--- src/rtl/multicycle_cu_pkg.sv ---
// Shared definitions for the multi-cycle control unit: opcode encodings for both
// decoder flavours, FSM state codes, trap causes, ALU control values and instruction classes.
package multicycle_cu_pkg;

    localparam logic [6:0] OPC_ADD      = 7'b0110011;
    localparam logic [6:0] OPC_ADDI     = 7'b0010011;
    localparam logic [6:0] OPC_LW       = 7'b0000011;
    localparam logic [6:0] OPC_SW       = 7'b0100011;

    localparam logic [3:0] OPC_ADD_PMU  = 4'b0001;
    localparam logic [3:0] OPC_ADDI_PMU = 4'b0010;
    localparam logic [3:0] OPC_LW_PMU   = 4'b0011;
    localparam logic [3:0] OPC_SW_PMU   = 4'b0100;

    localparam logic [2:0] ALU_ADD      = 3'b000;
    localparam logic [2:0] ALU_NOP      = 3'b111;

    typedef enum logic [2:0] {
        ST_FETCH  = 3'd0,
        ST_DECODE = 3'd1,
        ST_EXEC   = 3'd2,
        ST_MEM    = 3'd3,
        ST_WB     = 3'd4,
        ST_TRAP   = 3'd7
    } state_e;

    typedef enum logic [1:0] {
        CAUSE_NONE    = 2'b00,
        CAUSE_ILLEGAL = 2'b01,
        CAUSE_IMEM    = 2'b10,
        CAUSE_DMEM    = 2'b11
    } cause_e;

    typedef enum logic [2:0] {
        CLS_ADD,
        CLS_ADDI,
        CLS_LW,
        CLS_SW,
        CLS_ILL
    } class_e;

    function automatic logic is_mem_class(input class_e c);
        return (c == CLS_LW) || (c == CLS_SW);
    endfunction

endpackage

--- src/rtl/multicycle_cu_opcode_classifier.sv ---
// Combinational opcode classifier; one instance serves either the 7-bit RV32I
// or the 4-bit compact encoding, selected at elaboration by COMPACT.
module multicycle_cu_opcode_classifier
    import multicycle_cu_pkg::*;
#(
    parameter int COMPACT = 0,
    parameter int OPC_W   = 7
) (
    input  logic [OPC_W-1:0] i_opcode,
    output class_e           o_class
);

    generate
        if (COMPACT != 0) begin : g_compact
            always_comb begin
                case (i_opcode)
                    OPC_ADD_PMU:  o_class = CLS_ADD;
                    OPC_ADDI_PMU: o_class = CLS_ADDI;
                    OPC_LW_PMU:   o_class = CLS_LW;
                    OPC_SW_PMU:   o_class = CLS_SW;
                    default:      o_class = CLS_ILL;
                endcase
            end
        end else begin : g_rv32i
            always_comb begin
                case (i_opcode)
                    OPC_ADD:  o_class = CLS_ADD;
                    OPC_ADDI: o_class = CLS_ADDI;
                    OPC_LW:   o_class = CLS_LW;
                    OPC_SW:   o_class = CLS_SW;
                    default:  o_class = CLS_ILL;
                endcase
            end
        end
    endgenerate

endmodule

--- src/rtl/multicycle_cu.sv ---
// Multi-cycle control unit sequencing FETCH/DECODE/EXEC/MEM/WB for add, addi, lw, sw
// with req/ready memory handshakes, a wait-state timeout trap and a retired counter.
module multicycle_cu
    import multicycle_cu_pkg::*;
#(
    parameter int COMPACT  = 0,
    parameter int OPC_W    = 7,
    parameter int ALU_W    = 3,
    parameter int WAIT_MAX = 15,
    parameter int CNT_W    = 16
) (
    input  logic             clk,
    input  logic             rst_n,
    input  logic [OPC_W-1:0] opcode,
    input  logic             imem_ready,
    input  logic             dmem_ready,
    output logic             imem_req,
    output logic             dmem_req,
    output logic             dmem_we,
    output logic             ir_write,
    output logic             pc_write,
    output logic             reg_write_en,
    output logic             alu_src_imm,
    output logic             mem_to_reg,
    output logic [ALU_W-1:0] alu_ctl,
    output logic             trap,
    output logic [1:0]       trap_cause,
    output logic [CNT_W-1:0] retired,
    output logic [2:0]       state_o
);

    localparam logic [ALU_W-1:0] L_ALU_ADD   = {ALU_W{ALU_ADD[0]}};
    localparam logic [ALU_W-1:0] L_ALU_NOP   = {ALU_W{ALU_NOP[0]}};
    localparam logic [7:0]       L_WAIT_LAST = 8'(WAIT_MAX - 1);

    state_e           r_state;
    state_e           w_next_state;
    logic             r_run;
    class_e           r_class;
    class_e           w_class;
    logic [7:0]       r_wait_cnt;
    logic             w_wait_last;
    logic             w_wait_inc;
    logic             w_retire;
    cause_e           w_cause;
    cause_e           r_trap_cause;
    logic [CNT_W-1:0] r_retired;

    multicycle_cu_opcode_classifier #(
        .COMPACT (COMPACT),
        .OPC_W   (OPC_W)
    ) u_classifier (
        .i_opcode (opcode),
        .o_class  (w_class)
    );

    assign w_wait_last = (r_wait_cnt == L_WAIT_LAST);

    // r_run keeps all outputs quiet during reset and for the first clock after release.
    always_ff @(posedge clk or negedge rst_n) begin
        if (!rst_n) begin
            r_state <= ST_FETCH;
            r_run   <= 1'b0;
        end else begin
            r_state <= w_next_state;
            r_run   <= 1'b1;
        end
    end

    always_comb begin
        // NOTE: every output gets a default before the case, so no path can infer a latch.
        w_next_state = r_state;
        w_cause      = CAUSE_NONE;
        w_wait_inc   = 1'b0;
        w_retire     = 1'b0;
        imem_req     = 1'b0;
        dmem_req     = 1'b0;
        dmem_we      = 1'b0;
        ir_write     = 1'b0;
        pc_write     = 1'b0;
        reg_write_en = 1'b0;
        alu_src_imm  = 1'b0;
        mem_to_reg   = 1'b0;
        alu_ctl      = L_ALU_NOP;
        trap         = 1'b0;
        case (r_state)
            ST_FETCH: begin
                if (r_run) begin
                    imem_req = 1'b1;
                    if (imem_ready) begin
                        ir_write     = 1'b1;
                        pc_write     = 1'b1;
                        w_next_state = ST_DECODE;
                    end else if (w_wait_last) begin
                        w_next_state = ST_TRAP;
                        w_cause      = CAUSE_IMEM;
                    end else begin
                        w_wait_inc = 1'b1;
                    end
                end
            end
            ST_DECODE: begin
                if (w_class == CLS_ILL) begin
                    w_next_state = ST_TRAP;
                    w_cause      = CAUSE_ILLEGAL;
                end else begin
                    w_next_state = ST_EXEC;
                end
            end
            ST_EXEC: begin
                alu_ctl     = L_ALU_ADD;
                alu_src_imm = (r_class != CLS_ADD);
                if (is_mem_class(r_class)) begin
                    w_next_state = ST_MEM;
                end else begin
                    w_next_state = ST_WB;
                end
            end
            ST_MEM: begin
                dmem_req    = 1'b1;
                dmem_we     = (r_class == CLS_SW);
                alu_ctl     = L_ALU_ADD;
                alu_src_imm = 1'b1;
                // Ready is tested before the timeout so a reply on the last allowed cycle still succeeds.
                if (dmem_ready) begin
                    if (r_class == CLS_SW) begin
                        w_retire     = 1'b1;
                        w_next_state = ST_FETCH;
                    end else begin
                        w_next_state = ST_WB;
                    end
                end else if (w_wait_last) begin
                    w_next_state = ST_TRAP;
                    w_cause      = CAUSE_DMEM;
                end else begin
                    w_wait_inc = 1'b1;
                end
            end
            ST_WB: begin
                reg_write_en = 1'b1;
                mem_to_reg   = (r_class == CLS_LW);
                alu_ctl      = L_ALU_ADD;
                alu_src_imm  = (r_class != CLS_ADD);
                w_retire     = 1'b1;
                w_next_state = ST_FETCH;
            end
            ST_TRAP: begin
                trap = 1'b1;
            end
            default: begin
                w_next_state = ST_FETCH;
            end
        endcase
    end

    always_ff @(posedge clk or negedge rst_n) begin
        if (!rst_n) begin
            r_class      <= CLS_ILL;
            r_wait_cnt   <= 8'd0;
            r_trap_cause <= CAUSE_NONE;
            r_retired    <= '0;
        end else begin
            // NOTE: non-blocking here so every register sees the pre-edge values of the others.
            r_wait_cnt <= w_wait_inc ? (r_wait_cnt + 8'd1) : 8'd0;
            if (r_state == ST_DECODE) begin
                r_class <= w_class;
            end
            if ((w_next_state == ST_TRAP) && (r_state != ST_TRAP)) begin
                r_trap_cause <= w_cause;
            end
            if (w_retire) begin
                r_retired <= r_retired + CNT_W'(1);
            end
        end
    end

    assign trap_cause = r_trap_cause;
    assign retired    = r_retired;
    assign state_o    = r_state;

endmodule

--- config.mk ---
export PLATFORM = sky130hd
export DESIGN_NAME = multicycle_cu
export DESIGN_NICKNAME = d
export VERILOG_FILES = /design/src/rtl/multicycle_cu_pkg.sv /design/src/rtl/multicycle_cu_opcode_classifier.sv /design/src/rtl/multicycle_cu.sv
export SDC_FILE = /design/constraint.sdc
export NUM_CORES = 1
export LEC_CHECK = 0
export ABC_AREA = 1
export CORE_ASPECT_RATIO = 1.25
export CORE_MARGIN = 2
export CORE_UTILIZATION = 45
export CTS_BUF_LIST = sky130_fd_sc_hd__clkbuf_8
export DETAILED_ROUTE_END_ITERATION = 12
export PLACE_DENSITY_LB_ADDON = 0.25
export SETUP_SLACK_MARGIN = 0.4
export SYNTH_ARGS = -nofsm -noshare
export SYNTH_HDL_FRONTEND = slang
export SYNTH_SLANG_ARGS = --single-unit
--- constraint.sdc ---
create_clock -name clk -period 1.56 [get_ports clk]
set_clock_uncertainty 0.15 [all_clocks]
set_input_delay 0.39 -clock clk [delete_from_list [all_inputs] [get_ports clk]]
set_output_delay 0.39 -clock clk [all_outputs]
set_load 0.02 [all_outputs]
# Word-level counts from Yosys, hierarchy flattened

Cells that the tools add are included.

Mux-type cells: 37
Div/mod/pow operators: 0
Add/sub/neg operators: 2
Eq/ne operators: 15
Multiply operators: 0
Reductions and logical operators: 6
Shift-type cells: 0
Order comparisons: 0
Bitwise operators: 0

Operators with widths:

| cell                    | count |
|---|---|
| $mux W3                 | 8 |
| $mux W1                 | 17 |
| $add A16 B1 Y16 const B | 1 |
| $pmux W3 S5             | 1 |
| $eq A7 B6 Y1 const B    | 2 |
| $eq A3 B2 Y1 const B    | 4 |
| $eq A3 B3 Y1 const B    | 4 |
| $pmux W3 S4             | 1 |
| $mux W2                 | 5 |
| $add A8 B1 Y8 const B   | 1 |
| $eq A8 B4 Y1 const B    | 1 |
| $mux W8                 | 1 |
| $eq A7 B2 Y1 const B    | 1 |
| $eq A7 B5 Y1 const B    | 1 |
| $pmux W1 S2             | 3 |
| $pmux W2 S3             | 1 |
| $eq A3 B1 Y1 const B    | 1 |
| $logic_not A3 Y1        | 1 |
| $ne A3 B3 Y1 const B    | 1 |
| $reduce_bool A3 Y1      | 1 |
| $reduce_or A3 Y1        | 1 |
| $reduce_or A2 Y1        | 1 |
| $logic_and A1 B1 Y1     | 1 |
| $logic_or A1 B1 Y1      | 1 |

Input port bits: 11
Output and inout bits: 33
Latch bits: 0
Memories kept: 0
Word-level logic and storage cells: 66
Bits in writable memories: 0
Memory bits (read-only): 0
Register bits: 33

# Longest topological paths before layout

Word-level depth: 7
Mapped depth: 11
Gate-level depth less buffers: 11

# By module

From an unflattened synthesis, not the netlist that was laid out.

Cell total of the unflattened synthesis: 254
Area total of the unflattened synthesis: 1930.6 sq um

Modules (own cells, without submodules):

| module                          | sequential area each (sq um) | cells each | area each (sq um) | instances |
|---|---|---|---|---|
| multicycle_cu                   | 827.0                        | 235        | 1853.0            | 1 |
| multicycle_cu_opcode_classifier | 0.0                          | 19         | 77.6              | 1 |

# Least setup slack after synthesis

Ideal clock, no wire load.

Path type: reg-to-output
From: reg r_state[0] (netlist: state_o[0])
To: out alu_src_imm
Path slack: -616 ps
Path buffers: 0
Data arrival time: 1636 ps
Required time: 1020 ps
Stages on the path, launching flop included: 6
Cell sequence: dfrtp_1 -> nor2_1 -> nand2_1 -> inv_1 -> a21oi_1 -> a41oi_1

Word-level cells in the longest chain between the ends: 3
Elaborated cells on any way between the ends: 5
Those cells by class: eq/ne: 3; mux: 1; reduce/logical: 1

RTL lines:

| element                                      | line                | RTL |
|---|---|---|
| from (decl)                                  | multicycle_cu.sv:36 | `state_e r_state;` |
| from (signal assigned)                       | multicycle_cu.sv:65 | `r_state <= w_next_state;` |
| $eq A3 B2 Y1 or $eq A3 B3 Y1 (tied branches) | multicycle_cu.sv:86 | `case (r_state)` |
| $reduce_or A2 Y1 (no line)                   | -                   |  |
| $pmux W1 S2 (*)                              | multicycle_cu.sv:86 |  |
| to (decl)                                    | multicycle_cu.sv:23 | `output logic alu_src_imm,` |

Every way passes the cells marked *; elsewhere a longest branch is shown, timed or not.

# Worst setup path in the final report

From: reg r_state[0] (netlist: state_o[0])
To: out ir_write

Word-level cells in the longest chain between the ends: 2

RTL lines:

| element          | line                | RTL |
|---|---|---|
| $logic_not A3 Y1 | multicycle_cu.sv:86 |  |
| $mux W1          | multicycle_cu.sv:86 |  |
| to (decl)        | multicycle_cu.sv:20 | `output logic ir_write,` |

Every way passes these cells.

==> metrics.txt <==
area of the core 0.00407 mm²; HP Class in -> async; wire per inst 16.6 µm; syn nets 258; GRT Util Overall 0.271; status finished, violations left; met3 GRT Util 0.0455; Syn Area/Cell 7.80 µm²; DIE AREA 0.00477 mm²; first-pass GRT wire length 10200 µm; diode count 0; Placement Setup Slack -0.674 ns; Static Leak 1.74 nW; final hold violation count 0; clock latency on the worst-skew pair 0.29 ns; Final ANT Viol Nets 0; hold buffers post-CTS 0; Synth Cell Area 0.00190 mm²; CP Launch Type register; critical path depth 5; post-DP HPWL 3870 µm; Worst-path clk slew 0.07 ns; main flop type after synthesis dfrtp_1; PwrDens 1370 mW/mm²; Initial Util 0.468; grt met1 use 0.284; Residual DRC 0; Initial DRT Pass Iterations 4; Finished Cell Area 0.00356 mm²; Max-Cap Viols 0; placed cell areas 0.00290 mm²; vias in the first global route 2252; RSZ-0062 raised after global routing true; FFs w/ async S/R, synth 1.00; met2 Use GR 0.511; die width 62.2 µm; CTS tree yes; fill count 191; CP peak stage delay 0.44 ns; period utilization 1.28; most used routing layer met2; via count 2144; post-route worst setup slack -0.429 ns; largest net degree at the start of global routing 34; worst r2r src state_o[0]; GRT Residual Overflow 0; Crit. Startpoint state_o[0]; YS warnings 0; DRT Wirelength 7010 µm; CTS HTree Levels 2; CTS Buffer Depth 2; Yosys top cell area share 0.420; Seq/Total Area, Yosys 0.434; detail-routed via count per cell 5.09; buffers added on ports 43; CTS Sinks 33; CP endpoint kind primary output; I/O pins 44; Critical Path Slowest Stage Cell dfrtp_2; Final setup viols 35; fraction of layout cells with a size suffix above 1 0.592; footprint of the multi-input gates 0.00134 mm²; min cycle time layout 1.99 ns; top cells by area, synth dfrtp_1, nand2_1, inv_1; worst ir drop on vdd 1170 µV; Buf/Inv on CP 2; CTS Buf Count 5; top cells by count, synth nand2_1, inv_1, dfrtp_1; worst hold slack 0.307 ns; Reg area 836 µm²; die height 76.7 µm; critical path arrival 1.45 ns; Post-synth EDFFs 0; root buffer cell clkbuf_8; FP Rows 26; Crit path max-delay family flip-flops; Yosys reg bits 33; Routability Congestion 0.924; cells along the critical path nor2_4 > buf_4 > nand2_2 > nor3_4 > buf_6; capturing point of the worst reg2reg path trap_cause[1]; most frequent cell after synthesis nand2_1; Area Overhead vs Synth 87.1%; Setup crit end ir_write; initial DRC count 77; failing checks negative setup slack; nets 378; Cells after Synth 244; Slew Viols, Final 0; CP Class reg -> out; r2r worst-path depth 11; initial antenna violation count 0; Worst Path Required 1.02 ns; fmax 503 MHz; Netlist cell types 30; area leader, netlist dfrtp_1; Crit Path Max Fanout 3; Worst R2R Setup Slack -0.22 ns
[timing repair]
action,4_1_cts,5_1_grt
gates resized for setup,246,56
pin swaps,17,17
gates cloned,0,0
buffers inserted,12,12
endpoints found under the setup margin,65,65
[registers in the layout, summed over array words and instances (netlist names)]
name / flops
state_o: 3
r_class: 3
r_run: 1
trap_cause: 2
r_wait_cnt: 8
retired: 16
[power by group]
group / total, mW / internal, mW / switching (mW)
Clock: 0.633 / 0.303 / 0.331
Combinational: 3.00 / 1.43 / 1.57
Sequential: 1.25 / 1.04 / 0.213
[cell usage in the layout, fill, tap and decap left out, types with 2 or more instances in the layout]
cell             netlist  routed
nand2_1               53      30
nand3_2                1       7
buf_4                  4      66
inv_1                 39      31
xor2_1                11      10
inv_4                  0       3
dlygate4sd2_1          0       7
clkbuf_8               0       5
nand3_4                0       3
nor2_4                 1       7
nor2_1                27      14
nor3_4                 1       4
clkdlybuf4s50_1        0       3
ha_4                   0       2
buf_6                  0      39
nor3_1                10       3
dfrtp_2                0       7
xnor2_1                3       3
nand3_1               16       7
buf_12                 0       2
nor4_4                 0       2
nand2_8                0       2
clkinv_2               0       2
nand4_1                6       6
nand2_2                1      15
nor3_2                 0       4
nand2_4                3      10
a21oi_2                0       3
inv_2                  2       7
dfrtp_1               32      25
nor2_2                 4      11
o21ai_1                0       5
o21ai_2                0       4
[logic make-up after synthesis]
group,after synthesis,share of synthesized area
AND/OR/NAND/NOR,130,0.332
buffers and inverters,45,0.0966
AO/OA/AOI/OAI,18,0.0513
adder cells (fa/ha/maj),3,0.0197
other,1,0.00197
XOR/XNOR,14,0.0644
flip-flops,33,0.434
[layout make-up]
type | instances | share of cell area
clock inverter | 3 | 0.00386
timing repair buffer | 117 | 0.299
clock buffer | 5 | 0.0193
multi-input combinational | 166 | 0.376
tap | 56 | 0.0197
sequential | 33 | 0.235
inverter | 41 | 0.0474
[per-stage QoR]
step                power (mW)  instances  TNS, ns   util
floorplan                 2.41        244    -1.57      -
global placement          3.38        389   -11.72  0.713
detailed placement        3.46        389   -13.05  0.713
CTS                       4.40        409    -4.63  0.803
global route              5.10        421    -8.43  0.876
finish                    4.89        421    -6.27  0.876
[routing by layer]
layer	wire, µm	share of wire
met4	323	0.046
met1	2510	0.36
met5	0	0
met2	3930	0.56
met3	238	0.034
[worst min path at each step]
| stage | from | end |
|---|---|---|
| after global placement | trap_cause[0] | trap_cause[0] |
| after floorplan | rst_n | r_class[0] |
| final | rst_n | r_wait_cnt[3] |
| after CTS | rst_n | r_wait_cnt[3] |
| after detailed placement | trap_cause[1] | trap_cause[1] |
| after global routing | rst_n | r_class[0] |
Note: power is estimated with default switching activity, not from simulation.
